File: src/rtl/riscv_fetch.sv
// riscv_fetch: instruction-fetch stage holding the PC and a registered IF/ID bundle
// handed to decode over valid/ready, with halt, back-pressure, redirect and an accept counter.
module riscv_fetch #(
  parameter int          XLEN          = 32,
  parameter int          IMEM_ADDR_BIT = 12,
  parameter logic [31:0] RESET_PC      = 32'h0000_0000,
  parameter logic [31:0] NOP_INSTR     = 32'h0000_0013
) (
  input  logic                     i_clk,
  input  logic                     i_rst,
  input  logic                     i_en,
  output logic [IMEM_ADDR_BIT-3:0] o_imem_addr,
  input  logic [XLEN-1:0]          i_imem_instr,
  input  logic                     i_redir_valid,
  input  logic [XLEN-1:0]          i_redir_pc,
  output logic                     o_if_valid,
  input  logic                     i_if_ready,
  output logic [XLEN-1:0]          o_if_pc,
  output logic [XLEN-1:0]          o_if_instr,
  output logic                     o_misalign,
  output logic                     o_oob,
  output logic [31:0]              o_fetch_cnt
);
  logic [XLEN-1:0] pc_q, pc_d, if_pc_q, if_pc_d, if_instr_q, if_instr_d;
  logic            if_valid_q, if_valid_d, misalign_q, misalign_d;
  logic [31:0]     fetch_cnt_q, fetch_cnt_d;
  logic            accept, slot_free, fetch;
  always_comb begin
    accept      = if_valid_q & i_if_ready;
    slot_free   = ~if_valid_q | i_if_ready;
    fetch       = i_en & slot_free & ~i_redir_valid;
    pc_d        = pc_q;
    if_pc_d     = if_pc_q;
    if_instr_d  = if_instr_q;
    if_valid_d  = if_valid_q;
    misalign_d  = 1'b0;
    fetch_cnt_d = fetch_cnt_q + {31'd0, accept};
    if (i_redir_valid) begin
      // The held bundle belongs to the wrong path, so it is squashed even when decode stalls.
      pc_d       = {i_redir_pc[XLEN-1:2], 2'b00};
      if_valid_d = 1'b0;
      if_instr_d = NOP_INSTR[XLEN-1:0];
      misalign_d = |i_redir_pc[1:0];
    end else if (fetch) begin
      pc_d       = pc_q + XLEN'(4);
      if_pc_d    = pc_q;
      if_instr_d = i_imem_instr;
      if_valid_d = 1'b1;
    end else if (accept) begin
      if_valid_d = 1'b0;
      if_instr_d = NOP_INSTR[XLEN-1:0];
    end
  end
  always_ff @(posedge i_clk) begin
    if (i_rst) begin
      pc_q        <= RESET_PC[XLEN-1:0];
      if_pc_q     <= '0;
      if_instr_q  <= NOP_INSTR[XLEN-1:0];
      if_valid_q  <= 1'b0;
      misalign_q  <= 1'b0;
      fetch_cnt_q <= '0;
    end else begin
      pc_q        <= pc_d;
      if_pc_q     <= if_pc_d;
      if_instr_q  <= if_instr_d;
      if_valid_q  <= if_valid_d;
      misalign_q  <= misalign_d;
      fetch_cnt_q <= fetch_cnt_d;
    end
  end
  assign o_imem_addr = pc_q[IMEM_ADDR_BIT-1:2];
  assign o_oob       = |pc_q[XLEN-1:IMEM_ADDR_BIT];
  assign o_if_valid  = if_valid_q;
  assign o_if_pc     = if_pc_q;
  assign o_if_instr  = if_instr_q;
  assign o_misalign  = misalign_q;
  assign o_fetch_cnt = fetch_cnt_q;
endmodule

File: config.mk
export PLATFORM = sky130hd
export DESIGN_NAME = riscv_fetch
export DESIGN_NICKNAME = d
export VERILOG_FILES = /design/src/rtl/riscv_fetch.sv
export SDC_FILE = /design/constraint.sdc
export NUM_CORES = 1
export LEC_CHECK = 0
export ABC_AREA = 0
export CAP_MARGIN = 20
export CORE_AREA = 2 2 106 108
export DETAILED_ROUTE_END_ITERATION = 7
export DIE_AREA = 0 0 108 110
export DONT_BUFFER_PORTS = 1
export MAX_ROUTING_LAYER = met4
export PLACE_DENSITY_LB_ADDON = 0.1
export SYNTH_ARGS = -nofsm -noshare
export SYNTH_HDL_FRONTEND = slang
export SYNTH_SLANG_ARGS = --single-unit
File: constraint.sdc
create_clock -name i_clk -period 7.5 [get_ports i_clk]
set_input_delay 0.375 -clock i_clk [delete_from_list [all_inputs] [get_ports i_clk]]
set_output_delay 0.375 -clock i_clk [all_outputs]
set_load 0.01 [all_outputs]
## Word-level counts from Yosys, hierarchy flattened

Index checks and enable logic that the tools add are counted.

- $add $sub $neg: 2
- Multipliers: 0
- Divide/modulo/power cells: 0
- Order comparisons: 0
- Equality and inequality tests: 0
- Shifts and indexed selects: 0
- Mux-type cells: 6
- Bitwise gates (word level): 6
- Reduce and logical (&&, ||, !) cells: 7

Operators by type and width:

| cell | number |
|---|---|
| 32-bit two-way mux | 4 |
| 32-bit by 1-bit adder with 32-bit output | 1 |
| 32-bit by 3-bit adder with 32-bit output (second input constant) | 1 |
| 20-bit OR reduction | 1 |
| 2-bit OR reduction | 3 |
| 2-bit nonzero test | 2 |
| 1-bit bitwise AND | 3 |
| 1-bit two-way mux | 2 |
| 1-bit NOT | 2 |
| 2-bit AND reduction | 1 |
| 1-bit bitwise OR | 1 |

- Bits in registers: 130
- Latch bits: 0
- RAM bits: 0
- Bits in read-only memories: 0
- Bits of input ports: 69
- Output and inout bits: 109
- Memories: 0

## Depth between registers and ports, before layout

Gate-level depths: netlist of run 1.

- Depth after elaboration: 6
- Gate-level depth with buffers: 11

## Worst setup path before layout of run 1

No wires, ideal clock.

- Path kind: flip-flop to flip-flop
- Start: register if_valid_q (netlist: o_if_valid)
- End: register fetch_cnt_q[26] (netlist: o_fetch_cnt[26])
- Library setup time: 0.070 ns
- Data arrival time: 2.394 ns
- Data required time: 7.430 ns
- Slack: 5.035 ns
- Stages on the path, launching flop included: 12
- Path buffers: 3
- Clock period less this slack: 2.465 ns
- Path through: dfxtp_1 -> nand2_1 -> clkbuf_1 -> inv_1 -> ha_1 -> ha_1 -> and4_1 -> clkbuf_1 -> nand4_1 -> clkbuf_1 -> or3_1 -> a21oi_1

- Word-level cells in the longest chain between the ends: 2

RTL lines:

| element | line | RTL |
|---|---|---|
| from (decl) | 25 | `logic if_valid_q, if_valid_d, misalign_q, misalign_d;` |
| from (signal assigned) | 66 | `if_valid_q <= if_valid_d;` |
| 1-bit bitwise AND | 29 | `accept = if_valid_q & i_if_ready;` |
| 32-bit by 1-bit adder with 32-bit output | 37 | `fetch_cnt_d = fetch_cnt_q + {31'd0, accept};` |
| to (signal assigned) | 68 | `fetch_cnt_q <= fetch_cnt_d;` |
| to (decl) | 26 | `logic [31:0] fetch_cnt_q, fetch_cnt_d;` |

No other way between the ends.
A chain may end at the register's enable or synchronous reset.

## Final worst setup path of run 1

- Start: register if_valid_q (netlist: o_if_valid)
- End: register fetch_cnt_q[30] (netlist: o_fetch_cnt[30])

Same word-level chain as after synthesis.

==> impl_metrics.toml, run 1 <==
[layout]
final_nets = 798
diodes = 0
nFillCells = 935
drive_gt1_share_pct = 6.78
syn2layout_area_growth_pct = 15.3

[clock_network]
clk_pin_slew_ns = 0.06
cts.sinks = 126
htree_levels = 4
postCtsHoldBufs = 34
cts_tree = "built"
cts_root_buf = "clkbuf_8"
post-cts-setup-buffers = 0
clk_latency_ns = 0.51
cts_resized = 0
cts_buffers = 17
clock_path_buffers = 2

[pwr]
pwr-share-seq_pct = 43.9
p_total_mw = 1.65
p_int_mw = 1.26
p_per_area_nw_per_um2 = 246
p_switching_mw = 0.393
ir_drop_uv = 132
p_sw_share_pct = 23.8
pwr-share-clk_pct = 50.5
power_frac_comb_pct = 5.6
power.leakage_nw = 2.23

[critical_path]
reg2reg_to = "o_fetch_cnt[30]$_SDFF_PP0_"
r2r_cells = 8
worstPathArrival_ns = 3.98
critPathRequiredTime_ns = 7.94
cp_max_fo = 30
path_cells = "nand2_1, inv_1, ha_1, ha_1, and4_1, nand4_1, or4_1, a21oi_1"
path_class = "register to register"
cp_slowest_stage_delay_ns = 0.66
cp_slowest_cell = "or4_1"
r2r_slack_ns = 3.96
critPathCaptureType = "register"
startpoint = "o_if_valid$_SDFFE_PP0P_"
critPathCapture = "o_fetch_cnt[30]$_SDFF_PP0_"
reg2reg_from = "o_if_valid$_SDFFE_PP0P_"
start_kind = "register"
cp_common_cell = "ha_1"

[grt]
gr-total-overflow = 0
grtUsageTotal_pct = 27.2
grt_pass1_wl_um = 24800
grt_max_degree = 85
antenna_found_initial = 0
first_global_vias = 4998

[timing]
fin_worst_skew_ns = 0.00800
worst_slew_pin_slew_ns = 0.984
final-max-slew-violation-count = 0
finalCriticalPeriod_ns = 3.54
rsz0062_at_grt = "no"
setup_viol = 0
hold_ws_ns = 0.0278
fmax_ghz = 0.283
timing_hold_violations_final = 0
final.setup.tns_ns = 0
min_period_over_period_pct = 47.2
slew_headroom_pct = 33.9

[logic_synthesis]
synthFlopType = "dfxtp_1"
ys_seq_area_share_pct = 43.4
synthTopCellsByArea = "dfxtp_1, nand2_1, a21oi_1, nand3_1, nor2_1"
ys_warn_count = 0
synth_most_common_cell = "dfxtp_1"
avgSynthCellArea_um2 = 7.97
ys_types = 56
ys_ff_latch = 126
netlist.area_leader.share_pct = 43.4
syn_inst = 730
synth_largest_area_cell = "dfxtp_1"
syn_area_um2 = 5820
synth_edf_count = 0
synth_commonest_cells = "dfxtp_1, nand2_1, a21oi_1, nand3_1, nor2_1"
ys_async_sr_fraction_pct = 0

[routing]
viasPerCell = 6.22
wl_um = 16200
post_drt_wl_per_cell_um = 18.4
ant_nets = 0
drtIter0Drc = 395
dr.pass1.iters = 5
num_vias = 5461
drc = 0

[floorplan]
rows = 38
io_pins = 178
core_um2 = 10700
dieHeight_um = 110
start_util_pct = 54.4
dieArea_um2 = 11900
die_w_um = 108

[run]
drv_cap = 0

[outcome]
status = "completed"

[place]
post-dp-hpwl_um = 10300
place_congestion = 0.864
numPortBuffers = 0

[hold_path]
hold_depth = 2
hp-class = "primary input to register"
## cell usage in the layout, fill, tap and decap left out, types with 16 or more instances in the layout
cell type,n
nor4_1,17
a21oi_1,77
dfxtp_1,126
nand4_1,25
nand3_1,52
o21ai_0,17
nand2_1,121
clkbuf_16,16
dlygate4sd3_1,33
nor2_1,46
## flip-flops by register name (all words and copies together) (netlist names)
name and count:
o_fetch_cnt 32, o_if_valid 1, o_if_pc 30, pc_q 30, o_if_instr 32, o_misalign 1
## worst min path at each step
stage                     startpoint                         end  slack, ns
2_1_floorplan  pc_q[30]$_SDFFE_PP0P_    o_if_pc[30]$_SDFFE_PP0P_       0.45
5_1_grt               i_redir_pc[12]       pc_q[12]$_SDFFE_PP0P_      0.003
6_report              i_redir_pc[12]       pc_q[12]$_SDFFE_PP0P_       0.03
3_5_place_dp                   i_rst  o_fetch_cnt[26]$_SDFF_PP0_       0.45
4_1_cts               i_redir_pc[12]       pc_q[12]$_SDFFE_PP0P_     0.0008
3_3_place_gp                   i_rst  o_fetch_cnt[25]$_SDFF_PP0_       0.45
## critical path, delay by kind of cell, from the launching register on
kind | cells | cell delay, ns
AOI/OAI and AO/OA | 1 | 0.15
adders and majority gates | 2 | 0.43
buffers and inverters | 1 | 0.37
DFF | 1 | 0.42
and+or+nand+nor | 4 | 2.09
## power by group through the flow
| stage | clock, mW | combinational [mW] | sequential [mW] |
|---|---|---|---|
| 3_3_place_gp | 0 | 0.0664 | 0.738 |
| 6_report | 0.833 | 0.0931 | 0.724 |
| 3_5_place_dp | 0 | 0.0691 | 0.738 |
| 4_1_cts | 0.845 | 0.0924 | 0.723 |
| 5_1_grt | 0.882 | 0.104 | 0.727 |
| 2_1_floorplan | 0 | 0.0779 | 0.725 |
## cells by family (layout without fill, tap and decap cells)
group / Yosys count / in the layout / synth area share, %
other: 1 / 2 / 0.0645
flip-flops: 126 / 126 / 43.4
adder cells (fa/ha/maj): 4 / 4 / 0.861
buffers and inverters: 78 / 85 / 5.96
AO/OA/AOI/OAI: 153 / 153 / 16.6
XOR/XNOR: 19 / 19 / 2.86
multiplexers: 2 / 2 / 0.387
AND/OR/NAND/NOR: 347 / 347 / 29.9
## area by class of cell
class | count | area [um2] | area share, %
well taps | 140 | 175 | 2.61
clock inverters | 12 | 160 | 2.39
inverters | 16 | 60.1 | 0.896
repair buffers | 37 | 380 | 5.67
multi-input cells | 527 | 2960 | 44.2
clock buffers | 20 | 445 | 6.64
flip-flops and latches | 126 | 2520 | 37.6
## per-layer routing
metal | track usage (%) | routed length, um | share of wire (%)
met1 | 33.3 | 6760 | 42
met5 | - | 0 | 0
met3 | 9.11 | 1560 | 9.7
met2 | 42.7 | 7690 | 48
met4 | 8.70 | 155 | 0.96
## through the flow
stage	setup slack (ns)	utilization [%]	instances	area, um2
CTS	3.98	62.7	878	6700
global placement	4.15	53.7	812	5740
finish	3.96	62.7	878	6700
detailed placement	4.00	53.7	812	5740
global route	3.71	62.7	878	6700
floorplan	5.04	-	731	5820
(Power assumes the default switching activity.)
==> run 2: changes to the inputs <==
==> constraint.sdc (replaced) <==
create_clock -name i_clk -period 3.41 [get_ports i_clk]
set_input_delay 0.1705 -clock i_clk [delete_from_list [all_inputs] [get_ports i_clk]]
set_output_delay 0.1705 -clock i_clk [all_outputs]
set_load 0.01 [all_outputs]
==> run 2 against run 1 <==
Compared with the run above: worst setup slack worse by 3.4 ns; non-clock buffer count is 39 higher; clock-buffer cell count is 3 lower; sequential power is 120% higher; maximum frequency is 25% higher; die area stayed put; hold slack better by 0.0064 ns; register-to-register slack worse by 3.4 ns; first-iteration DRC count is 4.8% lower; via count is 2.1% higher; highest routed layer unchanged.
==> impl_metrics.toml, run 2 (synthesized netlist as in run 1, its figures left out) <==
[routing]
post_drt_wl_per_cell_um = 17.8
dr.pass1.iters = 7
drtIter0Drc = 376
drc = 0
ant_nets = 0
wl_um = 16400
num_vias = 5577
viasPerCell = 6.08

[timing]
rsz0062_at_grt = "no"
fin_worst_skew_ns = 0.00936
final-max-slew-violation-count = 0
slew_headroom_pct = 29.7
worst_slew_pin_slew_ns = 1.05
setup_viol = 0
fin_ws_ns = 0.584
min_period_over_period_pct = 82.9
timing_hold_violations_final = 0
fmax_ghz = 0.354
final.setup.tns_ns = 0
finalCriticalPeriod_ns = 2.83

[pwr]
power_frac_comb_pct = 7.0
p_switching_mw = 0.934
ir_drop_uv = 331
p_total_mw = 3.62
power.leakage_nw = 2.40
pwr-share-clk_pct = 49.0
p_per_area_nw_per_um2 = 511
p_sw_share_pct = 25.8
pwr-share-seq_pct = 44.0
p_int_mw = 2.69

[critical_path]
r2r_slack_ns = 0.58
r2r_cells = 8
reg2reg_from = "o_if_valid$_SDFFE_PP0P_"
worstPathArrival_ns = 3.28
reg2reg_to = "o_fetch_cnt[30]$_SDFF_PP0_"
path_class = "register to register"
cp_max_fo = 16
start_kind = "register"
critPathRequiredTime_ns = 3.86
critPathCaptureType = "register"

[layout]
fin_util_pct = 66.2
nFillCells = 922
syn2layout_area_growth_pct = 21.9
seq_area_um2 = 2520
final_common_cell = "dfxtp_1"
final_nets = 837
mostFrequentLayoutCells = "dfxtp_1, nand2_1, a21oi_1"
drive_gt1_share_pct = 6.82
multiInputGateArea_um2 = 2960
fin_cells = 918

[clock_network]
cts.sinks = 126
post-cts-setup-buffers = 0
htree_levels = 4
clock_path_buffers = 2
clk_pin_slew_ns = 0.06
clk_latency_ns = 0.53
cts_tree = "built"
cts_resized = 0
postCtsHoldBufs = 72
cts_buffers = 17
cts_root_buf = "clkbuf_8"

[grt]
grtUsageTotal_pct = 27.7
grt_pass1_wl_um = 25500
gr-total-overflow = 0
grt_max_degree = 99
first_global_vias = 5195
antenna_found_initial = 0

[floorplan]
rows = 38
core_um2 = 10700
io_pins = 178
dieArea_um2 = 11900
die_w_um = 108
dieHeight_um = 110
start_util_pct = 54.4

[hold_path]
min_from = "i_redir_pc[31]"
hold_end = "pc_q[31]$_SDFFE_PP0P_"
hold_depth = 4
hp-class = "primary input to register"

[place]
place_congestion = 0.844
post-dp-hpwl_um = 10300
dp_cells = 813
pre_cts_slack_ns = 0.620
numPortBuffers = 0

[run]
drv_cap = 0

[outcome]
status = "completed"
run 2: how the worst max path moves through the flow:
stage	startpoint	end
floorplan	o_if_valid$_SDFFE_PP0P_	o_fetch_cnt[26]$_SDFF_PP0_
global placement	o_if_valid$_SDFFE_PP0P_	o_fetch_cnt[24]$_SDFF_PP0_
detailed placement	o_if_valid$_SDFFE_PP0P_	o_fetch_cnt[30]$_SDFF_PP0_
CTS	o_if_valid$_SDFFE_PP0P_	o_fetch_cnt[30]$_SDFF_PP0_
global route	o_if_valid$_SDFFE_PP0P_	o_fetch_cnt[30]$_SDFF_PP0_
finish	o_if_valid$_SDFFE_PP0P_	o_fetch_cnt[30]$_SDFF_PP0_
run 2: routing by layer:
| metal | track usage [%] | vias up | wire, um |
|---|---|---|---|
| met5 | - | - | 0 |
| met4 | 10.5 | 0 | 262 |
| met3 | 8.47 | 26 | 1540 |
| met2 | 42.3 | 252 | 7620 |
| met1 | 34.8 | 2616 | 6960 |
| li1 | - | 2683 | - |
run 2: power by group through the flow:
stage	clock [mW]	combinational [mW]	sequential (mW)
CTS	1.78	0.250	1.59
global placement	0	0.149	1.62
floorplan	0	0.171	1.59
finish	1.78	0.254	1.59
global route	1.85	0.281	1.60
detailed placement	0	0.154	1.62
run 2: area by class of cell:
type,count,share of cell area [%]
Antenna cell,1,0.0353
Clock buffer,17,5.84
Timing Repair Buffer,76,11.2
Clock inverter,15,2.28
Multi-Input combinational cell,527,41.8
Tap cell,140,2.47
Inverter,16,0.847
Sequential cell,126,35.6
run 2: critical path: stages (launching register included):
cell,delay [ns]
dfxtp_1,0.43
nand2_1,0.13
inv_1,0.16
ha_1,0.20
ha_1,0.21
and4_1,0.34
nand4_1,0.48
or4_1,0.65
a21oi_1,0.16
run 2: stage by stage:
stage,hold WS [ns],cell area (um2)
final,0.0341,7090
after CTS,0.0122,7080
after global routing,0.0471,7080
after global placement,0.249,5760
after detailed placement,0.250,5760
after floorplan,0.281,5820
